--- src/rtl/keypad_emulator.sv ---
// keypad_emulator: 4x4 matrix keypad model driven by key codes.
// Emulates press bounce, hold, release bounce and inter-key gap.
module keypad_emulator #(
    parameter int HOLD_CYCLES   = 1000000,
    parameter int GAP_CYCLES    = 500000,
    parameter int BOUNCE_CYCLES = 50000,
    parameter int BOUNCE_PERIOD = 5000,
    parameter int CW            = 20
) (
    input  logic       clk,
    input  logic       rst,
    input  logic [3:0] key_code,
    input  logic       key_valid,
    output logic       key_ready,
    input  logic [3:0] col,
    output logic [3:0] fila,
    output logic       contact,
    output logic       busy,
    output logic       key_done
);

    typedef enum logic [2:0] {
        IDLE,
        BOUNCE_IN,
        HOLD,
        BOUNCE_OUT,
        GAP
    } state_t;

    localparam bit HAS_BOUNCE = (BOUNCE_CYCLES > 0);

    localparam logic [CW-1:0] HOLD_LAST = CW'(HOLD_CYCLES - 1);
    localparam logic [CW-1:0] GAP_LAST  = CW'(GAP_CYCLES - 1);
    localparam logic [CW-1:0] BNC_LAST  =
        CW'(HAS_BOUNCE ? BOUNCE_CYCLES - 1 : 0);
    localparam logic [CW-1:0] PER_LAST  =
        CW'(BOUNCE_PERIOD > 0 ? BOUNCE_PERIOD - 1 : 0);

    state_t        state, state_n;
    logic [CW-1:0] cnt, cnt_n;
    logic [CW-1:0] pcnt, pcnt_n;
    logic [3:0]    code, code_n;
    logic          contact_n;
    logic          done_n;

    // State, phase counters, latched code and registered contact.
    always_ff @(posedge clk or negedge rst) begin
        if (!rst) begin
            state    <= IDLE;
            cnt      <= '0;
            pcnt     <= '0;
            code     <= '0;
            contact  <= 1'b0;
            key_done <= 1'b0;
        end else begin
            state    <= state_n;
            cnt      <= cnt_n;
            pcnt     <= pcnt_n;
            code     <= code_n;
            contact  <= contact_n;
            key_done <= done_n;
        end
    end

    // Next-state logic; every phase change clears both counters.
    always_comb begin
        state_n   = state;
        cnt_n     = cnt + CW'(1);
        pcnt_n    = '0;
        code_n    = code;
        contact_n = contact;
        done_n    = 1'b0;
        unique case (state)
            IDLE: begin
                cnt_n = '0;
                if (key_valid) begin
                    code_n    = key_code;
                    contact_n = 1'b1;
                    state_n   = HAS_BOUNCE ? BOUNCE_IN : HOLD;
                end
            end
            BOUNCE_IN, BOUNCE_OUT: begin
                pcnt_n = pcnt + CW'(1);
                if (pcnt == PER_LAST) begin
                    pcnt_n    = '0;
                    contact_n = !contact;
                end
                if (cnt == BNC_LAST) begin
                    cnt_n  = '0;
                    pcnt_n = '0;
                    if (state == BOUNCE_IN) begin
                        state_n   = HOLD;
                        contact_n = 1'b1;
                    end else begin
                        state_n   = GAP;
                        contact_n = 1'b0;
                    end
                end
            end
            HOLD: begin
                if (cnt == HOLD_LAST) begin
                    cnt_n     = '0;
                    contact_n = 1'b0;
                    state_n   = HAS_BOUNCE ? BOUNCE_OUT : GAP;
                end
            end
            GAP: begin
                if (cnt == GAP_LAST) begin
                    cnt_n   = '0;
                    state_n = IDLE;
                    done_n  = 1'b1;
                end
            end
            default: begin
                state_n   = IDLE;
                cnt_n     = '0;
                contact_n = 1'b0;
            end
        endcase
    end

    // Row return: only the latched key's row, only under its column.
    always_comb begin
        fila = 4'b1111;
        if (contact && !col[code[1:0]])
            fila[code[3:2]] = 1'b0;
    end

    assign key_ready = (state == IDLE);
    assign busy      = !key_ready;

endmodule

--- config.mk ---
export PLATFORM = sky130hd
export DESIGN_NAME = keypad_emulator
export DESIGN_NICKNAME = d
export VERILOG_FILES = /design/src/rtl/keypad_emulator.sv
export SDC_FILE = /design/constraint.sdc
export NUM_CORES = 1
export LEC_CHECK = 0
export ABC_AREA = 1
export BUFFER_PORTS_ARGS = -buffer_cell sky130_fd_sc_hd__buf_2
export CORE_UTILIZATION = 40
export DETAILED_ROUTE_END_ITERATION = 8
export GPL_ROUTABILITY_DRIVEN = 0
export MAX_ROUTING_LAYER = met4
export PLACE_DENSITY_LB_ADDON = 0.15
export SLEW_MARGIN = 20
export SYNTH_ARGS = -nofsm -noshare
export SYNTH_HDL_FRONTEND = slang
export SYNTH_SLANG_ARGS = --single-unit
--- constraint.sdc ---
create_clock -name clk -period 5.1 [get_ports clk]
set_clock_uncertainty 0.15 [all_clocks]
set_input_delay 0.255 -clock clk [delete_from_list [all_inputs] [get_ports clk]]
set_output_delay 0.255 -clock clk [all_outputs]
set_load 0.01 [all_outputs]
After elaboration in Yosys (flattened, before gate mapping)
Cells that the tools add are included.
W data, S select, Z words.
{"block": "word_totals", "output_inout_bits": 8, "in_bits": 11, "regBits": 49, "wordCells": 62}
{"block": "classes", "n_lt_le_gt_ge": 3, "n_reduce_logical": 10, "addsub": 2, "n_eq_ne": 13, "mux": 26, "n_bitwise": 2}
{"op": "$mux W20", "n": 6}
{"op": "$pmux W20 S3", "n": 1}
{"op": "$add A20 B1 Y20 const B", "n": 2}
{"op": "$eq A20 B13 Y1 const B", "n": 1}
{"op": "$eq A20 B16 Y1 const B", "n": 1}
{"op": "$eq A20 B19 Y1 const B", "n": 1}
{"op": "$eq A20 B20 Y1 const B", "n": 1}
{"op": "$mux W3", "n": 5}
{"op": "$pmux W3 S4", "n": 1}
{"op": "$mux W1", "n": 9}
{"op": "$ne A2 B2 Y1 const B", "n": 4}
{"op": "$reduce_and A4 Y1", "n": 2}
{"op": "$eq A3 B2 Y1 const B", "n": 2}
{"op": "$lt A2 B3 Y1 const B", "n": 2}
{"op": "$mux W4", "n": 1}
{"op": "$not A4 Y4", "n": 1}
{"op": "$pmux W1 S4", "n": 1}
{"op": "$eq A3 B1 Y1 const B", "n": 1}
{"op": "$eq A3 B3 Y1 const B", "n": 1}
{"op": "$logic_not A1 Y1", "n": 3}
{"op": "$logic_not A3 Y1", "n": 1}
{"op": "$ne A3 B3 Y1 const B", "n": 1}
{"op": "$bmux W1 S2", "n": 1}
{"op": "$demux W1 S2", "n": 1}
{"op": "other kinds (5)", "n": 6}

Depth between registers and ports, before layout
Gate-level depths: netlist of the first run.
{"block": "logic_depth", "ltp_word": 6, "mapped_depth": 11, "ltp_nobuf": 11}

Worst setup path before layout of the first run
No wires, ideal clock.
{"block": "synth_path", "kind": "flip-flop to flip-flop", "start": "register pcnt[0]", "end": "register pcnt[16]", "setup_ns": 0.122, "path_buffers": 0, "synth_period_minus_slack_ns": 1.682, "t_arrival_ns": 1.409, "slack_ns": 3.418, "required_time_ns": 4.828, "stages_incl_launch_ff": 10, "path_cell_list": "dfrtp_1 -> ha_1 -> nand2_1 -> nor2_1 -> inv_1 -> nor3_2 -> nand2_1 -> nor2_1 -> nand2_1 -> nor3b_2"}
{"block": "synth_via", "elab_chain_cells": 4, "word_cells_on_any_way": 5, "cone_classes": "add/sub: 1; eq/ne: 1; mux: 3"}
{"element": "start, declared", "line": "41", "source": "logic [CW-1:0] pcnt, pcnt_n;"}
{"element": "start signal, assigned", "line": "58", "source": "pcnt <= pcnt_n;"}
{"element": "$add A20 B1 Y20 or $eq A20 B13 Y1 (tied branches)", "line": "83, 84"}
{"element": "$mux W20 *", "line": "84", "source": "if (pcnt == PER_LAST) begin"}
{"element": "$mux W20 *", "line": "88", "source": "if (cnt == BNC_LAST) begin"}
{"element": "$mux W20 *", "line": "73", "source": "unique case (state)"}
{"element": "via pcnt_n[16]", "line": "41"}
The timed path passes the listed nets; every way through them passes the cells marked *.
A chain may end at the register's enable or synchronous reset.

Worst setup path after layout of the first run
Same ends and word-level chain as after synthesis.

==> impl_metrics.py, run 1 <==
metrics = {
    "drt": {
        "vias_per_cell": 4.985,
        "drt-pass1-iter-count": 5,
        "post_drt_wl_per_cell_um": 12.17,
        "drc": 0,
        "ant_nets": 0,
        "drt-total-wl_um": 6645,
        "vias": 2722,
        "drt_iter0_markers": 256,
    },
    "yosys": {
        "yosysTopAreaCell": "dfrtp_1",
        "synth_edf_count": 0,
        "synth_common_cells": "nor2_1 (93), nand2_1 (91), inv_1 (58), dfrtp_1 (49), nand3_1 (27)",
        "yosys_warnings": 0,
        "synth.distinct_cells": 33,
        "synth.most_common_cell": "nor2_1",
        "synth_flop_cell": "dfrtp_1",
        "synthTopCellsByArea": "dfrtp_1 (41%), nor2_1 (12%), nand2_1 (11%), inv_1 (7.3%), nand3_1 (4.5%)",
        "synth-seq-area-share_pct": 41.11,
        "synth_area_per_cell_um2": 7.085,
        "yosysTopAreaCellShare_pct": 41.11,
        "synth_area_um2": 2983,
        "async_flop_share_pct": 100.0,
        "ys_ff_latch": 49,
        "synthesis.nets": 434,
        "synth_cells": 421,
    },
    "final_layout": {
        "diodes": 0,
        "nets": 459,
        "final_cells": 546,
        "syn2layout_area_growth_pct": 11.12,
        "post_route_cells_drive_above_1_share_pct": 10.96,
    },
    "clocking": {
        "cts_max_path_buffers": 2,
        "cts_resized": 0,
        "cts-root-buf": "clkbuf_8",
        "clk_latency_ns": 0.30,
        "cts_max_level": 2,
        "cts.sinks": 49,
        "clk_pin_slew_ns": 0.10,
        "postCtsSetupBuffers": 0,
        "cts_tree": "built",
        "hold_buffers": 0,
        "cts_buffers": 5,
    },
    "global_routing": {
        "grt-ovfl-total": 0,
        "grt_pass1_wl_um": 11030,
        "use_met1_pct": 27.34,
        "first_global_vias": 2323,
        "grt_use_total_pct": 18.74,
        "grt_start_max_net_pins": 50,
        "grt.busiest_layer": "met1",
        "grt.met3_usage_pct": 3.638,
        "antenna_found_initial": 0,
        "use_met2_pct": 26.57,
    },
    "critical_path": {
        "cp-end-kind": "register",
        "critPathArrivalTime_ns": 1.99,
        "r2r-start": "pcnt[0]",
        "critPathKind": "reg2reg",
        "cp-startpoint": "pcnt[0]",
        "critPathLaunchType": "register",
        "rr_worst_depth": 9,
        "ff2ff_setup_slack_ns": 3.15,
        "cp.required_ns": 5.14,
        "cp_max_fo": 6,
    },
    "timing": {
        "period_share_pct": 38.26,
        "finalMaxSlewViolations": 0,
        "max_slew_margin_pct": 59.06,
        "finalHoldViolations": 0,
        "setup_viol": 0,
        "setup-tns-final_ns": 0,
        "period_needed_ns": 1.951,
        "worst_hold_slack_ns": 0.04478,
        "tightest_slew_ns": 0.6142,
        "rsz0062_at_grt": "false",
        "fmax_mhz": 512.5,
        "setup_slack_ns": 3.149,
    },
    "floorplanning": {
        "die_y_um": 88.36,
        "io_pins": 19,
        "die_area_um2": 7807,
        "die_w_um": 88.36,
        "coreArea_um2": 7214,
        "start_util_pct": 41.35,
        "fp-row-count": 31,
    },
    "power": {
        "power.total_mw": 1.198,
        "vdd_drop_max_v": 0.0001033,
        "leakage_nw": 1.498,
        "powerDensity_nw_per_um2": 361.6,
    },
    "placed_design": {
        "port_buffers": 18,
        "pre_cts_slack_ns": 3.173,
        "dpl.cell_count": 537,
        "dp_hpwl_um": 5037,
    },
    "min_path": {
        "hp-class": "in2reg",
        "hp-start": "key_code[2]",
        "hold_depth": 3,
    },
    "run": {
        "cap_viol_max_count": 0,
    },
    "status": {
        "status": "complete, no violations",
    },
}
## critical path, cell delays in order (launching register included)
cell and delay (ns):
dfrtp_1 0.44, ha_1 0.24, nand2_1 0.11, nor2_1 0.13
inv_1 0.08, nor3_2 0.18, nand2_1 0.13, nor2_1 0.15
nand2_1 0.06, nor3b_2 0.15
## cells by family after synthesis
kind of cell | share of synthesized area [%]
XOR/XNOR | 3.817
flip-flops | 41.11
buffers and inverters | 8.012
adder cells (fa/ha/maj) | 0.8388
AO/OA/AOI/OAI | 5.159
AND/OR/NAND/NOR | 41.07
## stage by stage
stage	util (%)	area, um2
2_1_floorplan	-	2983
3_3_place_gp	44.21	3189
3_5_place_dp	44.21	3189
4_1_cts	45.77	3302
5_1_grt	45.94	3314
6_report	45.94	3314
## layer usage
layer / part of all wire, % / wire length (um) / vias to the layer above
li1: - / - / 1390
met1: 52 / 3427 / 1246
met2: 42 / 2770 / 76
met3: 5.6 / 369 / 10
met4: 1.2 / 78 / 0
met5: 0 / 0 / -
## layout make-up
type / count / area (um2)
Clock inverter: 3 / 43.79
Multi-Input combinational cell: 310 / 1518
Sequential cell: 49 / 1226
Clock buffer: 5 / 68.82
Tap cell: 99 / 123.9
Inverter: 61 / 231.5
Fill cell: 738 / 3900
Timing Repair Buffer: 19 / 102.6
## flip-flops by register name, summed over array words and instances (netlist names)
register and count:
cnt 20, state 3, code 4, contact 1, key_done 1, pcnt 20
## worst paths after layout
| check | end |
|---|---|
| setup / recovery | pcnt[16] |
| hold reg to reg | cnt[0] |
| min in group asynchronous | code[3] |
| setup reg to reg | pcnt[16] |
| max in group asynchronous | cnt[15] |
| hold / removal | code[2] |
## placed cells by master (no fill, tap or decap), drive strengths merged
master       instances
dlygate4sd3          1
o221ai               1
xor2                10
o22ai                2
clkbuf               5
nor4                 2
buf                 18
bufinv               1
nand3               32
nand4               11
dfrtp               49
nand2               95
clkinv               2
ha                   2
inv                 61
nor3b                3
nand3b               1
a31oi                2
a21oi               13
xnor2                3
nor3                21
o21ai               11
nor2               100
or2                  1
## power by group
part           total (mW)  internal, mW  switching (mW)
logic               0.422         0.136           0.285
clock network       0.284         0.147           0.137
registers           0.492         0.444          0.0484
total                1.20         0.727           0.471
(Power assumes the default switching activity.)
==> run 2: changes to the inputs <==
==> constraint.sdc (replaced) <==
create_clock -name clk -period 1.6 [get_ports clk]
set_clock_uncertainty 0.15 [all_clocks]
set_input_delay 0.08 -clock clk [delete_from_list [all_inputs] [get_ports clk]]
set_output_delay 0.08 -clock clk [all_outputs]
set_load 0.01 [all_outputs]
==> run 2 against run 1 <==
Compared with the run above:
- the run now ends with negative setup slack left
- die area unchanged
- worst hold slack better by 0.0050 ns
- sequential cell count unchanged
- setup slack worse by 3.3 ns
- first-iteration DRC count down 18%
- highest routed layer unchanged
- largest cell class unchanged
- clock-buffer cell count unchanged
==> impl_metrics.py, run 2 (synthesis results as in run 1) <==
metrics = {
    "clocking": {
        "cts_max_path_buffers": 2,
        "cts_tree": "built",
        "cts-root-buf": "clkbuf_8",
        "cts_max_level": 2,
        "clk_latency_ns": 0.31,
        "clk_pin_slew_ns": 0.10,
        "cts.sinks": 49,
        "cts_buffers": 5,
    },
    "status": {
        "status": "complete, but fails checks",
        "violations": "negative setup slack",
    },
    "critical_path": {
        "ff2ff_setup_slack_ns": -0.12,
        "critPathArrivalTime_ns": 1.76,
        "cp.required_ns": 1.65,
        "critPathKind": "reg2reg",
        "cp_max_fo": 5,
        "cp-end-kind": "register",
        "path_cells": "ha_4 > nand2_2 > nor2_4 > nand2_2 > clkinv_2 > nand3_4 > nand2_4 > nand3_4 > inv_6 > nor2_1",
        "critPathLaunchType": "register",
        "cp_slowest_stage_delay_ns": 0.41,
        "critPathSlowestCell": "dfrtp_1",
    },
    "placed_design": {
        "port_buffers": 18,
        "pre_cts_slack_ns": -0.1705,
        "dp_hpwl_um": 5673,
        "dpl.cell_count": 604,
    },
    "global_routing": {
        "grt_use_total_pct": 21.82,
        "first_global_vias": 2759,
        "grt_start_max_net_pins": 50,
        "grt-ovfl-total": 0,
        "antenna_found_initial": 0,
        "grt_pass1_wl_um": 12740,
    },
    "final_layout": {
        "register_area_um2": 1227,
        "multi_input_area_um2": 1800,
        "fill_cells": 648,
        "final_common_cell": "nand2_1",
        "nets": 546,
        "post_route_cells_drive_above_1_share_pct": 36.14,
        "syn2layout_area_growth_pct": 44.04,
        "diodes": 0,
        "final_cells": 633,
        "layout_common_cells": "nand2_1 (80), buf_4 (73), nor2_1 (70)",
        "top_regs": "cnt x20, pcnt x20, code x4",
    },
    "run": {
        "cap_viol_max_count": 0,
    },
    "power": {
        "leakage_nw": 2.029,
        "vdd_drop_max_v": 0.0004863,
        "powerDensity_nw_per_um2": 1036,
    },
    "timing": {
        "finalHoldViolations": 0,
        "period_share_pct": 107.3,
        "setup-tns-final_ns": -1.955,
        "finalMaxSlewViolations": 0,
        "fmax_mhz": 582.7,
        "rsz0062_at_grt": "true",
        "period_needed_ns": 1.716,
        "max_slew_margin_pct": 76.52,
        "setup_slack_ns": -0.1160,
        "setup_viol": 34,
        "tightest_slew_ns": 0.3496,
    },
    "drt": {
        "drc": 0,
        "vias_per_cell": 4.908,
        "drt_iter0_markers": 209,
        "drt-pass1-iter-count": 4,
        "ant_nets": 0,
        "post_drt_wl_per_cell_um": 12.96,
        "vias": 3107,
        "drt-total-wl_um": 8202,
    },
    "floorplanning": {
        "io_pins": 19,
        "die_area_um2": 7807,
        "start_util_pct": 41.35,
        "fp-row-count": 31,
        "die_y_um": 88.36,
        "coreArea_um2": 7214,
        "die_w_um": 88.36,
    },
    "min_path": {
        "hp-class": "in2reg",
    },
}
==> run 2: cell count changes in the layout (fill, tap and decap cells not counted), sizes merged <==
cell / delta
dlygate4sd3: +4
clkinv: +2
bufinv: -1
clkbuf: +1
nand3: +1
buf: +80
==> run 2: report_power, final <==
| part | total (mW) | internal [mW] | leakage, nW | switching [mW] |
|---|---|---|---|---|
| clock network | 0.757 | 0.311 | 0.0481 | 0.446 |
| registers | 1.59 | 1.42 | 0.657 | 0.177 |
| logic | 2.10 | 0.889 | 1.32 | 1.21 |
==> run 2: critical path: cells and delay by family, from the launching register on <==
kind                       cells  cell delay (ns)
and+or+nand+nor                7             0.68
DFF                            1             0.41
buffers and inverters          2             0.19
adders and majority gates      1             0.18
==> run 2: timing repair <==
item,4_1_cts,5_1_grt
hold endpoints to repair,53,0
gates cloned,2,1
endpoints found under the setup margin,43,50
hold buffers,5,0
pin swaps,16,21
gates resized for setup,32,59
buffers inserted,4,9
==> run 2: metal layers <==
layer,up-vias,GRT usage (%),part of all wire [%],wire (um)
met1,1433,29.37,47,3894
met2,96,33.50,46,3732
met3,11,4.478,5.9,486
met5,-,-,0,0
met4,0,5.572,1.1,89
li1,1567,-,-,-
==> run 2: layout make-up <==
cell class	instances	share of cell area [%]
clock buffer	5	1.602
tap	99	2.883
inverter	61	5.533
sequential	49	28.57
clock inverter	3	0.5242
multi-input combinational	311	41.90
timing repair buffer	104	18.84
timing repair inverter	1	0.1456
==> run 2: per-stage QoR <==
step	cell area, um2	utilization [%]	total power [mW]	hold WS, ns
2_1_floorplan	3005	-	2.622	-0.3656
3_3_place_gp	3740	51.84	3.237	-0.05997
3_5_place_dp	3740	51.84	3.263	-0.05994
4_1_cts	4015	55.65	4.199	0.04838
5_1_grt	4297	59.56	4.786	0.06876
6_report	4297	59.56	4.452	0.04981
==> run 2: path summary, 6_finish.rpt <==
path / to / cells past startpoint / startpoint
worst max-delay path: cnt[11] / 10 / cnt[0]
min in group asynchronous: code[3] / 3 / rst
worst min register to register: pcnt[3] / 1 / pcnt[3]
worst max register to register: cnt[11] / 10 / cnt[0]
max in group asynchronous: pcnt[3] / 3 / rst
worst min-delay path: code[1] / 3 / key_valid
